## config.mk

```make
export PLATFORM = sky130hd
export DESIGN_NAME = matrix_key_scan
export DESIGN_NICKNAME = d
export VERILOG_FILES = /design/src/rtl/matrix_key_scan.sv
export SDC_FILE = /design/constraint.sdc
export NUM_CORES = 1
export LEC_CHECK = 0
export CORE_MARGIN = 5
export CORE_UTILIZATION = 45
export CTS_BUF_LIST = sky130_fd_sc_hd__clkbuf_8 sky130_fd_sc_hd__clkbuf_16
export DETAILED_ROUTE_END_ITERATION = 16
export GPL_TIMING_DRIVEN = 0
export HOLD_SLACK_MARGIN = 0.05
export SYNTH_ARGS = -nofsm -noshare
export SYNTH_HDL_FRONTEND = slang
export SYNTH_SLANG_ARGS = --single-unit
```

## constraint.sdc

```tcl
create_clock -name clk -period 2.7 [get_ports clk]
set_input_delay 0.405 -clock clk [delete_from_list [all_inputs] [get_ports clk]]
set_output_delay 0.405 -clock clk [all_outputs]
set_load 0.005 [all_outputs]
```

## src/rtl/matrix_key_scan.sv

```systemverilog
// matrix_key_scan: 4x4 keypad scanner with debounced press/release detection.
//
// Ports:
//   clk        in   system clock, all logic on the rising edge
//   rst        in   synchronous active-high reset
//   row[3:0]   in   pulled-up row lines, 0 = key pressed in the driven column
//   col[3:0]   out  active-low column drive, exactly one bit low
//   key_code   out  accepted key index = row_idx*4 + col_idx
//   key_valid  out  one-cycle pulse when key_code is (re)issued
//   key_held   out  high while an accepted key is considered pressed
//
// Optional feature: define KEY_REPEAT_EN to enable auto-repeat pulses
// (REPEAT_DELAY frames after acceptance, then every REPEAT_RATE frames).
`timescale 1ns/1ps
module matrix_key_scan #(
  parameter int SCAN_DIV     = 50000,
  parameter int DEBOUNCE_CNT = 4,
  parameter int REPEAT_DELAY = 32,
  parameter int REPEAT_RATE  = 8
) (
  input  logic       clk,
  input  logic       rst,
  input  logic [3:0] row,
  output logic [3:0] col,
  output logic [3:0] key_code,
  output logic       key_valid,
  output logic       key_held
);

  localparam int DIV_W = (SCAN_DIV > 1) ? $clog2(SCAN_DIV) : 1;
  localparam int CNT_W = $clog2(DEBOUNCE_CNT + 1);
  localparam logic [DIV_W-1:0] DIV_LAST = DIV_W'(SCAN_DIV - 1);
  localparam logic [CNT_W-1:0] DB_MAX   = CNT_W'(DEBOUNCE_CNT);

  typedef enum logic [1:0] {
    S_IDLE     = 2'd0,
    S_DEBOUNCE = 2'd1,
    S_PRESSED  = 2'd2,
    S_RELEASE  = 2'd3
  } state_e;

  logic [3:0]       row_meta_q, row_meta_d, row_sync_q, row_sync_d;
  logic [DIV_W-1:0] div_q, div_d;
  logic [1:0]       col_idx_q, col_idx_d;
  logic [3:0]       col_q, col_d;
  logic [15:0]      acc_q, acc_d, frame_q, frame_d;
  logic             frame_rdy_q, frame_rdy_d;
  state_e           state_q, state_d;
  logic [CNT_W-1:0] cnt_q, cnt_d;
  logic [3:0]       cand_q, cand_d;
  logic [3:0]       key_code_q, key_code_d;
  logic             key_valid_q, key_valid_d;
  logic             key_held_q, key_held_d;
  logic             res_none_s, res_single_s, accept_s, rep_pulse_s;
  logic [3:0]       code_s;

`ifdef KEY_REPEAT_EN
  localparam int REP_W = $clog2(REPEAT_DELAY + REPEAT_RATE + 1);
  localparam logic [REP_W-1:0] REP_DLY = REP_W'(REPEAT_DELAY);
  localparam logic [REP_W-1:0] REP_TOP = REP_W'(REPEAT_DELAY + REPEAT_RATE);
  logic [REP_W-1:0] rep_q, rep_d;
`else
  logic unused_repeat_cfg;
  assign unused_repeat_cfg = (REPEAT_DELAY != REPEAT_RATE);
`endif

  assign col       = col_q;
  assign key_code  = key_code_q;
  assign key_valid = key_valid_q;
  assign key_held  = key_held_q;

  // Frame classification: one-hot test and encoded position of the single key
  assign res_none_s   = (frame_q == 16'd0);
  assign res_single_s = !res_none_s && ((frame_q & (frame_q - 16'd1)) == 16'd0);
  assign code_s = {|(frame_q & 16'hFF00), |(frame_q & 16'hF0F0),
                   |(frame_q & 16'hCCCC), |(frame_q & 16'hAAAA)};

  // Synchronizer, column divider and frame accumulation
  always_comb begin
    row_meta_d  = row;
    row_sync_d  = row_meta_q;
    div_d       = div_q;
    col_idx_d   = col_idx_q;
    col_d       = col_q;
    acc_d       = acc_q;
    frame_d     = frame_q;
    frame_rdy_d = 1'b0;
    if (div_q == DIV_LAST) begin
      div_d     = {DIV_W{1'b0}};
      col_idx_d = col_idx_q + 2'd1;
      col_d     = ~(4'b0001 << col_idx_d);
      // Accumulator bit r*4+c is set when row r reads low for column c
      case (col_idx_q)
        2'd0:    {acc_d[12], acc_d[8], acc_d[4], acc_d[0]} = ~row_sync_q;
        2'd1:    {acc_d[13], acc_d[9], acc_d[5], acc_d[1]} = ~row_sync_q;
        2'd2:    {acc_d[14], acc_d[10], acc_d[6], acc_d[2]} = ~row_sync_q;
        2'd3:    {acc_d[15], acc_d[11], acc_d[7], acc_d[3]} = ~row_sync_q;
        default: acc_d = acc_q;
      endcase
      if (col_idx_q == 2'd3) begin
        frame_d     = acc_d;
        acc_d       = 16'd0;
        frame_rdy_d = 1'b1;
      end else begin
        frame_rdy_d = 1'b0;
      end
    end else begin
      div_d = div_q + DIV_W'(1);
    end
  end

  // Next-state logic, evaluated once per completed frame
  always_comb begin
    state_d = state_q;
    cnt_d   = cnt_q;
    cand_d  = cand_q;
    if (frame_rdy_q) begin
      case (state_q)
        S_IDLE: begin
          if (res_single_s) begin
            cand_d = code_s;
            if (DB_MAX == CNT_W'(1)) begin
              state_d = S_PRESSED;
              cnt_d   = {CNT_W{1'b0}};
            end else begin
              state_d = S_DEBOUNCE;
              cnt_d   = CNT_W'(1);
            end
          end else begin
            cnt_d = {CNT_W{1'b0}};
          end
        end
        S_DEBOUNCE: begin
          if (res_single_s && (code_s == cand_q)) begin
            if ((cnt_q + CNT_W'(1)) == DB_MAX) begin
              state_d = S_PRESSED;
              cnt_d   = {CNT_W{1'b0}};
            end else begin
              cnt_d = cnt_q + CNT_W'(1);
            end
          end else begin
            state_d = S_IDLE;
            cnt_d   = {CNT_W{1'b0}};
          end
        end
        S_PRESSED: begin
          // Any key activity keeps the press; a new key needs a release first
          if (res_none_s) begin
            if (DB_MAX == CNT_W'(1)) begin
              state_d = S_IDLE;
              cnt_d   = {CNT_W{1'b0}};
            end else begin
              state_d = S_RELEASE;
              cnt_d   = CNT_W'(1);
            end
          end else begin
            state_d = S_PRESSED;
          end
        end
        S_RELEASE: begin
          if (res_none_s) begin
            if ((cnt_q + CNT_W'(1)) == DB_MAX) begin
              state_d = S_IDLE;
              cnt_d   = {CNT_W{1'b0}};
            end else begin
              cnt_d = cnt_q + CNT_W'(1);
            end
          end else begin
            state_d = S_PRESSED;
            cnt_d   = {CNT_W{1'b0}};
          end
        end
        default: begin
          state_d = S_IDLE;
          cnt_d   = {CNT_W{1'b0}};
        end
      endcase
    end else begin
      state_d = state_q;
    end
  end

  // Output logic: acceptance pulse, optional repeat pulses, held flag
  always_comb begin
    accept_s = frame_rdy_q && (state_d == S_PRESSED) &&
               ((state_q == S_IDLE) || (state_q == S_DEBOUNCE));
    rep_pulse_s = 1'b0;
`ifdef KEY_REPEAT_EN
    rep_d = rep_q;
    if ((state_q == S_PRESSED) && (state_d == S_PRESSED)) begin
      if (frame_rdy_q && res_single_s && (code_s == cand_q)) begin
        if ((rep_q + REP_W'(1)) == REP_TOP) begin
          rep_d       = REP_DLY;
          rep_pulse_s = 1'b1;
        end else begin
          rep_d       = rep_q + REP_W'(1);
          rep_pulse_s = ((rep_q + REP_W'(1)) == REP_DLY);
        end
      end else begin
        rep_d = rep_q;
      end
    end else begin
      rep_d = {REP_W{1'b0}};
    end
`endif
    key_valid_d = accept_s || rep_pulse_s;
    if (accept_s) begin
      key_code_d = cand_d;
    end else begin
      key_code_d = key_code_q;
    end
    key_held_d = (state_d == S_PRESSED) || (state_d == S_RELEASE);
  end

  // State and datapath registers with synchronous reset
  always_ff @(posedge clk) begin
    if (rst) begin
      row_meta_q  <= 4'b1111;
      row_sync_q  <= 4'b1111;
      div_q       <= {DIV_W{1'b0}};
      col_idx_q   <= 2'd0;
      col_q       <= 4'b1110;
      acc_q       <= 16'd0;
      frame_q     <= 16'd0;
      frame_rdy_q <= 1'b0;
      state_q     <= S_IDLE;
      cnt_q       <= {CNT_W{1'b0}};
      cand_q      <= 4'd0;
      key_code_q  <= 4'd0;
      key_valid_q <= 1'b0;
      key_held_q  <= 1'b0;
`ifdef KEY_REPEAT_EN
      rep_q       <= {REP_W{1'b0}};
`endif
    end else begin
      row_meta_q  <= row_meta_d;
      row_sync_q  <= row_sync_d;
      div_q       <= div_d;
      col_idx_q   <= col_idx_d;
      col_q       <= col_d;
      acc_q       <= acc_d;
      frame_q     <= frame_d;
      frame_rdy_q <= frame_rdy_d;
      state_q     <= state_d;
      cnt_q       <= cnt_d;
      cand_q      <= cand_d;
      key_code_q  <= key_code_d;
      key_valid_q <= key_valid_d;
      key_held_q  <= key_held_d;
`ifdef KEY_REPEAT_EN
      rep_q       <= rep_d;
`endif
    end
  end

endmodule

```

==> results of run 1 <==
kinds of logic after synthesis:
| logic type | Yosys count | share of synthesized area |
|---|---|---|
| AND/OR/NAND/NOR | 150 | 0.235 |
| AO/OA/AOI/OAI | 89 | 0.191 |
| flip-flops | 74 | 0.430 |
| buffers and inverters | 28 | 0.0349 |
| XOR/XNOR | 15 | 0.0381 |
| adder cells (fa/ha/maj) | 15 | 0.0527 |
| multiplexers | 6 | 0.0174 |
stage by stage:
step / hold WS [ps] / power [W] / util
after detailed placement: 394 / 0.00118 / 0.489
after global routing: 421 / 0.00231 / 0.523
after global placement: 391 / 0.00118 / 0.489
after floorplan: 389 / 0.00116 / -
final: 411 / 0.00222 / 0.523
after CTS: 413 / 0.00225 / 0.523
worst max-delay path by stage:
stage | from | endpoint | slack, ps | depth (start not counted)
floorplan | frame_q[5]$_SDFFE_PP0P_ | state_q[0]$_SDFF_PP0_ | 670 | 8
global placement | frame_q[15]$_SDFFE_PP0P_ | key_code[3]$_SDFFE_PP0P_ | 300 | 6
detailed placement | frame_q[15]$_SDFFE_PP0P_ | key_code[0]$_SDFFE_PP0P_ | 300 | 6
CTS | frame_q[15]$_SDFFE_PP0P_ | key_code[2]$_SDFFE_PP0P_ | 290 | 6
global route | frame_q[15]$_SDFFE_PP0P_ | key_code[2]$_SDFFE_PP0P_ | 120 | 6
finish | frame_q[15]$_SDFFE_PP0P_ | key_code[2]$_SDFFE_PP0P_ | 280 | 6
per-layer routing:
metal  share of wire  GRT usage  up-vias
met4          0.0091     0.0501        0
met1            0.49      0.215     1293
met3           0.028     0.0459        7
li1                -          -     1401
met5               0          0        -
met2            0.47      0.260       37
layout make-up:
cell class,count,area (um^2)
Clock buffer,11,151
Inverter,9,33.8
Clock inverter,5,101
Buffer,19,86.3
Timing Repair Buffer,15,150
Sequential cell,74,1480
Multi-Input combinational cell,275,1840
Fill cell,723,3630
Tap cell,102,128
synth_stat cells, types with 6 or more instances:
master	instances	area share
or3_1	6	0.011
nor3_1	7	0.010
xnor2_1	6	0.015
dfxtp_1	74	0.43
inv_1	9	0.0098
xor2_1	9	0.023
o21ai_0	8	0.012
a21oi_1	22	0.032
a22o_1	12	0.031
ha_1	12	0.044
a211oi_1	17	0.037
nor2_1	62	0.068
nand3_1	17	0.025
mux2i_1	6	0.017
clkbuf_1	16	0.017
and3_1	7	0.013
nand2_1	18	0.020
or2_2	8	0.015
power by group:
group / leakage (nW) / internal (W) / switching, W
clock network: 0.127 / 0.000662 / 0.000407
registers: 0.598 / 0.00110 / 0.00000637
logic: 0.841 / 0.0000167 / 0.0000271
total: 1.57 / 0.00178 / 0.000440
sequential cells by signal (all words and copies together), names as in the netlist, 2 cells and up:
register    count
col_idx_q       2
key_code        4
col             4
row_sync_q      4
frame_q        16
div_q          16
row_meta_q      4
state_q         2
cand_q          4
acc_q          12
cnt_q           3
worst max-delay path, delay by kind of cell (launching register included):
family | cells | cell delay (ps)
simple gates | 3 | 1110
compound gates | 2 | 660
flops | 1 | 360
mux | 1 | 170
==> results.sh, run 1 <==
export IMPL_grt_pass1_vias=2665
export IMPL_slowest_stage="nor4_1"
export IMPL_start_util=0.453
export IMPL_post_cts_buffers=0
export IMPL_gp_congestion=0.857
export IMPL_antenna_left=0
export IMPL_synth_edf_count=0
export IMPL_clk_latency_ps=340
export IMPL_ctsHoldBuffers=0
export IMPL_wl_per_cell_um=14.6
export IMPL_fp_coreArea_mm2=0.00761
export IMPL_path_clk_slew_ps=80
export IMPL_io_pins=16
export IMPL_antenna_found_initial=0
export IMPL_die_h_um=97.5
export IMPL_dp_hpwl_um=5400
export IMPL_fin_ws_ps=279
export IMPL_r2r_end="key_code[2]$_SDFFE_PP0P_"
export IMPL_hold_end="row_sync_q[2]$_SDFF_PP1_"
export IMPL_grt_overflow=0
export IMPL_vias=2738
export IMPL_crit_path_end_kind="flip-flop"
export IMPL_area_growth_pct=15.4
export IMPL_clockBufferDepth=2
export IMPL_clock_skew_final_ps=5.97
export IMPL_cts_root_buf="clkbuf_8"
export IMPL_hold_violations=0
export IMPL_arrival_ps=2650
export IMPL_rsz0062_at_grt="false"
export IMPL_cp_data_required_time_ps=2930
export IMPL_maxCapViolCount=0
export IMPL_dpl_cell_area_mm2=0.00372
export IMPL_place_ws_ps=299
export IMPL_max_vdd_ir_drop_mv=0.309
export IMPL_holdPathStages=1
export IMPL_setup_viol=0
export IMPL_drive_above_1_share=0.103
export IMPL_netlist_area_mm2=0.00344
export IMPL_crit_chain="nor4_1 -> nand3_1 -> a2bb2oi_1 -> a2111oi_4 -> nand4_4 -> mux2i_1"
export IMPL_slew_violations=0
export IMPL_cp_slowest_stage_delay_ps=730
export IMPL_worstReg2RegStart="frame_q[15]$_SDFFE_PP0P_"
export IMPL_die_area_mm2=0.00950
export IMPL_drt_wl_total_um=7470
export IMPL_netlist_instances=377
export IMPL_grt_pass1_wl_um=12900
export IMPL_startpoint_type="flip-flop"
export IMPL_io_buffers=15
export IMPL_slew_limit_headroom=0.453
export IMPL_synth_main_ff_cell="dfxtp_1"
export IMPL_period_minus_slack_ps=2420
export IMPL_ys_seq_elements=74
export IMPL_synth_nets=395
export IMPL_drc=0
export IMPL_cts_tree="done"
export IMPL_status="finished clean"
export IMPL_numCtsBuffers=9
export IMPL_final_cell_mix="dfxtp_1, nor2_1, a21oi_1"
export IMPL_powerDensity_mw_per_mm2=558
export IMPL_die_x_um=97.5
export IMPL_h_tree_depth=3
export IMPL_async_flop_share=0
export IMPL_synth_warnings=0
export IMPL_path_max_fanout=7
export IMPL_final_nets=421
export IMPL_tightest_slew_ps=813
export IMPL_p_leak_nw=1.57
export IMPL_fp_row_count=32
export IMPL_stdcell_area_mm2=0.00398
export IMPL_netlist_cell_type_count=55
export IMPL_fmax_mhz=413
export IMPL_cts_repair_resized=0
export IMPL_vias_per_cell=5.37
export IMPL_antennaDiodeCount=0
export IMPL_tns_ps=0
export IMPL_layout_commonest_cell="dfxtp_1"
export IMPL_hold_start="row_meta_q[2]$_SDFF_PP1_"
export IMPL_dr_pass1_iters=6
export IMPL_period_share=0.897
export IMPL_regToRegSetupSlack_ps=280
export IMPL_ys_seq_area_frac=0.430
export IMPL_hp_class="flip-flop to flip-flop"
export IMPL_grt_usage=0.163
export IMPL_dp_cells=494
export IMPL_instances_no_fill=510
export IMPL_synth_area_per_cell_um2=9.14
export IMPL_drt_initial_drc_count=123
export IMPL_cts_num_sinks=74
export IMPL_critical_path_class="flip-flop to flip-flop"
export IMPL_r2r_cells=6
export IMPL_grt_start_max_net_pins=13
(Power assumes the default switching activity.)
==> run 2: changes to the inputs <==
- CORE_UTILIZATION: 45 -> 55
- PLACE_DENSITY: unset -> 0.74
==> run 2 against run 1 <==
Count of clock-buffer cells in the layout down 1; via count rose by 0.95%; flip-flop and latch count is the same; worst hold slack improved by 1.4 ps; critical path type unchanged; critical endpoint is now key_code[0]$_SDFFE_PP0P_.
==> results.sh, run 2 (same netlist as run 1, synthesis figures left out) <==
export IMPL_status="finished clean"
export IMPL_clk_latency_ps=340
export IMPL_vias=2764
export IMPL_final_cell_mix="dfxtp_1, nor2_1, a21oi_1"
export IMPL_holdPathStages=1
export IMPL_grt_usage=0.198
export IMPL_cp_data_required_time_ps=2930
export IMPL_r2r_end="key_code[0]$_SDFFE_PP0P_"
export IMPL_maxCapViolCount=0
export IMPL_die_area_mm2=0.00795
export IMPL_grt_start_max_net_pins=14
export IMPL_dr_pass1_iters=4
export IMPL_final_nets=421
export IMPL_path_clk_slew_ps=80
export IMPL_numCtsBuffers=9
export IMPL_rsz0062_at_grt="false"
export IMPL_powerDensity_mw_per_mm2=538
export IMPL_worstReg2RegStart="frame_q[15]$_SDFFE_PP0P_"
export IMPL_startpoint_type="flip-flop"
export IMPL_cts_root_buf="clkbuf_8"
export IMPL_grt_overflow=0
export IMPL_path_max_fanout=7
export IMPL_period_minus_slack_ps=2390
export IMPL_hp_class="flip-flop to flip-flop"
export IMPL_critical_path_class="flip-flop to flip-flop"
export IMPL_crit_path_end_kind="flip-flop"
export IMPL_clockBufferDepth=2
export IMPL_cts_num_sinks=74
export IMPL_start_util=0.575
export IMPL_tns_ps=0
export IMPL_drive_above_1_share=0.105
export IMPL_drc=0
export IMPL_area_growth_pct=13.7
export IMPL_slew_limit_headroom=0.505
export IMPL_met2_usage=0.338
export IMPL_antennaDiodeCount=0
export IMPL_hold_start="row_meta_q[1]$_SDFF_PP1_"
export IMPL_die_h_um=89.1
export IMPL_max_vdd_ir_drop_mv=0.424
export IMPL_dp_cells=467
export IMPL_io_buffers=15
export IMPL_drt_initial_drc_count=183
export IMPL_h_tree_depth=3
export IMPL_largestRegisters="div_q x16, frame_q x16, acc_q x12"
export IMPL_antenna_left=0
export IMPL_r2r_cells=6
export IMPL_layout_commonest_cell="dfxtp_1"
export IMPL_period_share=0.884
export IMPL_setup_viol=0
export IMPL_grt_pass1_wl_um=12400
export IMPL_hold_end="row_sync_q[1]$_SDFF_PP1_"
export IMPL_busiest_layer="met2"
export IMPL_fp_row_count=28
export IMPL_dp_hpwl_um=5200
export IMPL_ctsHoldBuffers=0
export IMPL_use_met1=0.251
export IMPL_grt_pass1_vias=2638
export IMPL_tightest_slew_ps=736
export IMPL_post_cts_buffers=0
export IMPL_grt_met3_usage=0.0359
export IMPL_critPathLaunch="frame_q[15]$_SDFFE_PP0P_"
export IMPL_wl_per_cell_um=14.6
export IMPL_antenna_found_initial=0
export IMPL_p_leak_nw=1.55
export IMPL_fmax_mhz=419
export IMPL_drt_wl_total_um=7050
export IMPL_cts_tree="done"
export IMPL_regToRegSetupSlack_ps=310
export IMPL_instances_no_fill=483
export IMPL_slew_violations=0
export IMPL_gp_congestion=0.823
export IMPL_io_pins=16
export IMPL_die_x_um=89.1
export IMPL_hold_violations=0
export IMPL_clock_skew_final_ps=9.50
export IMPL_vias_per_cell=5.72
export IMPL_arrival_ps=2620
export IMPL_fp_coreArea_mm2=0.00599
export IMPL_cts_repair_resized=0
[run 2: cell count changes in the layout (fill, tap and decap cells not counted)]
cell	previous run	this run
clkbuf_8	11	10
inv_6	0	1
clkinv_2	0	1
bufinv_16	3	2
inv_1	10	9
clkinvlp_4	1	2
[run 2: worst max-delay path by stage]
stage	depth (start not counted)	slack (ps)	end
floorplan	8	670	state_q[0]$_SDFF_PP0_
global placement	8	420	acc_q[1]$_SDFFE_PP0N_
detailed placement	6	330	key_code[1]$_SDFFE_PP0P_
CTS	6	340	key_code[0]$_SDFFE_PP0P_
global route	6	110	acc_q[9]$_SDFFE_PP0N_
finish	6	310	key_code[0]$_SDFFE_PP0P_
[run 2: power breakdown]
group / total [W] / internal (W) / switching (W)
Sequential: 0.00111 / 0.00110 / 0.00000658
Clock: 0.000959 / 0.000547 / 0.000412
Combinational: 0.0000424 / 0.0000166 / 0.0000258
[run 2: per-stage QoR]
step | area [um^2] | total power, W | utilization | hold slack, ps | worst slack (ps)
2_1_floorplan | 3440 | 0.00116 | - | 389 | 665
3_3_place_gp | 3690 | 0.00117 | 0.616 | 391 | 420
3_5_place_dp | 3690 | 0.00117 | 0.616 | 395 | 330
4_1_cts | 3920 | 0.00213 | 0.654 | 414 | 336
5_1_grt | 3920 | 0.00219 | 0.654 | 442 | 112
6_report | 3920 | 0.00211 | 0.654 | 413 | 314
[run 2: layer usage]
layer | part of all wire | up-vias
li1 | - | 1404
met1 | 0.47 | 1306
met2 | 0.49 | 45
met3 | 0.026 | 9
met4 | 0.016 | 0
met5 | 0 | -
[run 2: critical path: stages, from the launching register on]
cell and delay, ps:
dfxtp_1 360, nor4_1 680, nand3_1 160, a2bb2oi_1 190, a2111oi_4 480, nand4_4 230
mux2i_1 180
[run 2: final cells by class]
class / instances / area (um^2)
inverters: 9 / 33.8
fillers: 500 / 2080
well taps: 75 / 93.8
clock buffers: 10 / 138
flip-flops and latches: 74 / 1480
repair buffers: 15 / 150
clock inverters: 6 / 88.8
plain buffers: 19 / 86.3
multi-input cells: 275 / 1840
==> patch, RTL diff (flow settings as in run 2) <==
Register the output `col` once more, with the module's reset; this adds one clock of latency there. The other outputs are not delayed to match.
--- a/src/rtl/matrix_key_scan.sv
+++ b/src/rtl/matrix_key_scan.sv
@@ -64,7 +64,13 @@
   assign unused_repeat_cfg = (REPEAT_DELAY != REPEAT_RATE);
 `endif
 
-  assign col       = col_q;
+  always_ff @(posedge clk) begin
+    if (rst) begin
+      col <= '0;
+    end else begin
+      col <= col_q;
+    end
+  end
   assign key_code  = key_code_q;
   assign key_valid = key_valid_q;
   assign key_held  = key_held_q;
Function: changed (Yosys sat finds a counterexample within 4 cycles, from zero or initial values and one cycle with rst high).
==> patch against run 2 <==
  * Clock power rose by 8%
  * Clock skew grew 0.0013 ns
  * Routed wire length grew 3.8%
  * Design area is 1.1% higher
  * Sequential share of layout area increased by 1.6 points
  * Area after synthesis increased by 0.33%
  * Count of clock-buffer cells in the layout did not move
  * Global-route usage increased by 0.71 points
  * Worst setup slack lost 0.20 ns
  * Sequential cell count rose by 4
  * Sequential power grew 5%
  * Total power grew 7.1%
  * Synthesized cell count is 3.2% higher
==> patch: results (changes against run 2) <==
stage;metric;value;unit;change
synthesis;synthTopCellsByArea;dfxtp_1 (45%), nor2_1 (4.9%), ha_1 (4.3%), nand2_1 (4.1%), a22o_1 (3.0%);;was dfxtp_1 (43%), nor2_1 (6.8%), ha_1 (4.4%), a211oi_1 (3.7%), a21oi_1 (3.2%)
run_status;status;completed;;unchanged
detailed_routing;routedWlPerCell;14.8;um;was 14.6 um
power;ir_worst_vdd;374;uV;was 424 uV
synthesis;avgSynthCellArea;8.88;um^2;was 9.14 um^2
detailed_routing;drt_iter0_drc;134;;was 183
synthesis;synth_nets;407;;was 395
finish;nFillCells;493;;was 500
power;power_leakage;1.51;nW;was 1.55 nW
finish;nets;434;;was 421
timing;fin_skew;0.0108;ns;was 0.00950 ns
place;dpl.cell_count;478;;was 467
global_route;grt_pass1_wl;12600;um;was 12400 um
place;pre_cts_ws;-0.0133;ns;was 0.330 ns
place;place.gp.congestion;0.842;;was 0.823
detailed_routing;drt-pass1-iter-count;5;;was 4
place;hpwl;5230;um;was 5200 um
finish;area_delta_synth_final;14.5;%;was 13.7%
power;power;2.26;mW;was 2.11 mW
place;portBuffers;14;;was 15
synthesis;ys_seq_area_share;45.2;%;was 43.0%
clock_network;cts.path.max_buffers;2;;unchanged
place;dpl_cell_area;3690;um^2;about the same
synthesis;synthTopCellsByCount;dfxtp_1 (78), nor2_1 (45), nand2_1 (38);;was dfxtp_1 (74), nor2_1 (62), a21oi_1 (22)
finish;drive_above_1_share;9.52;%;was 10.5%
setup_path;critPathSlowestCell;or4_4;;was nor4_1
setup_path;crit_arrival;2.82;ns;was 2.62 ns
global_route;overflow;0;;unchanged
global_route;grt_pass1_vias;2640;;was 2638
synthesis;ys_ff_latch;78;;was 74
global_route;grt_max_degree;13;;was 14
synthesis;synth.distinct_cells;46;;was 55
setup_path;cp_max_fo;7;;unchanged
setup_path;slowest_delay;0.55;ns;was 0.68 ns
timing;max_slew_margin;65.0;%;was 50.5%
global_route;grt_usage;20.5;%;was 19.8%
detailed_routing;viasPerCell;5.76;;was 5.72
detailed_routing;wirelength;7320;um;was 7050 um
global_route;antenna_found_initial;0;;unchanged
-- patch: cells by family after synthesis --
kind of cell / share of synthesized area, %
AND/OR/NAND/NOR: 24.1
AO/OA/AOI/OAI: 17.2
flip-flops: 45.2
buffers and inverters: 2.82
XOR/XNOR: 4.31
adder cells (fa/ha/maj): 4.92
multiplexers: 1.45
-- patch: power breakdown --
group	total, mW	internal, mW	switching, mW
combinational	0.0516	0.0224	0.0292
clock	1.04	0.630	0.406
sequential	1.17	1.16	0.00792
total	2.26	1.81	0.443
-- patch: final cells by class --
cell class	count	area share [%]
Buffer	19	1.80
Clock buffer	10	3.48
Clock inverter	5	2.50
Inverter	7	0.664
Multi-Input combinational cell	285	45.8
Sequential cell	78	39.5
Tap cell	75	2.37
Timing Repair Buffer	16	3.92
-- patch: critical path, delay by kind of cell, from the launching register on --
kind | cells | cell delay, ns
and+or+nand+nor | 3 | 1.59
AOI/OAI and AO/OA | 3 | 0.52
DFF | 1 | 0.37
-- patch: repair_timing --
item	CTS	global route
endpoints found under the hold margin	0	0
resized for setup	0	2
buffers inserted	0	2
pin swaps	1	2
endpoints found under the setup margin	5	13
-- patch: per-layer routing --
metal	global-route usage [%]	share of wire, %	vias to the layer above
met2	32.0	47	76
met5	0	0	-
met3	5.90	4.3	12
met4	7.31	1.7	0
li1	-	-	1435
met1	27.1	48	1329
-- patch: worst paths after layout --
path | from | end | slack (ns) | cells after the start
worst max-delay path | frame_q[9] | cand_q[1] | 0.11 | 6
worst min-delay path | row_meta_q[3] | row_sync_q[3] | 0.41 | 1
worst max register to register | frame_q[9] | cand_q[1] | 0.11 | 6
worst min register to register | row_meta_q[3] | row_sync_q[3] | 0.41 | 1
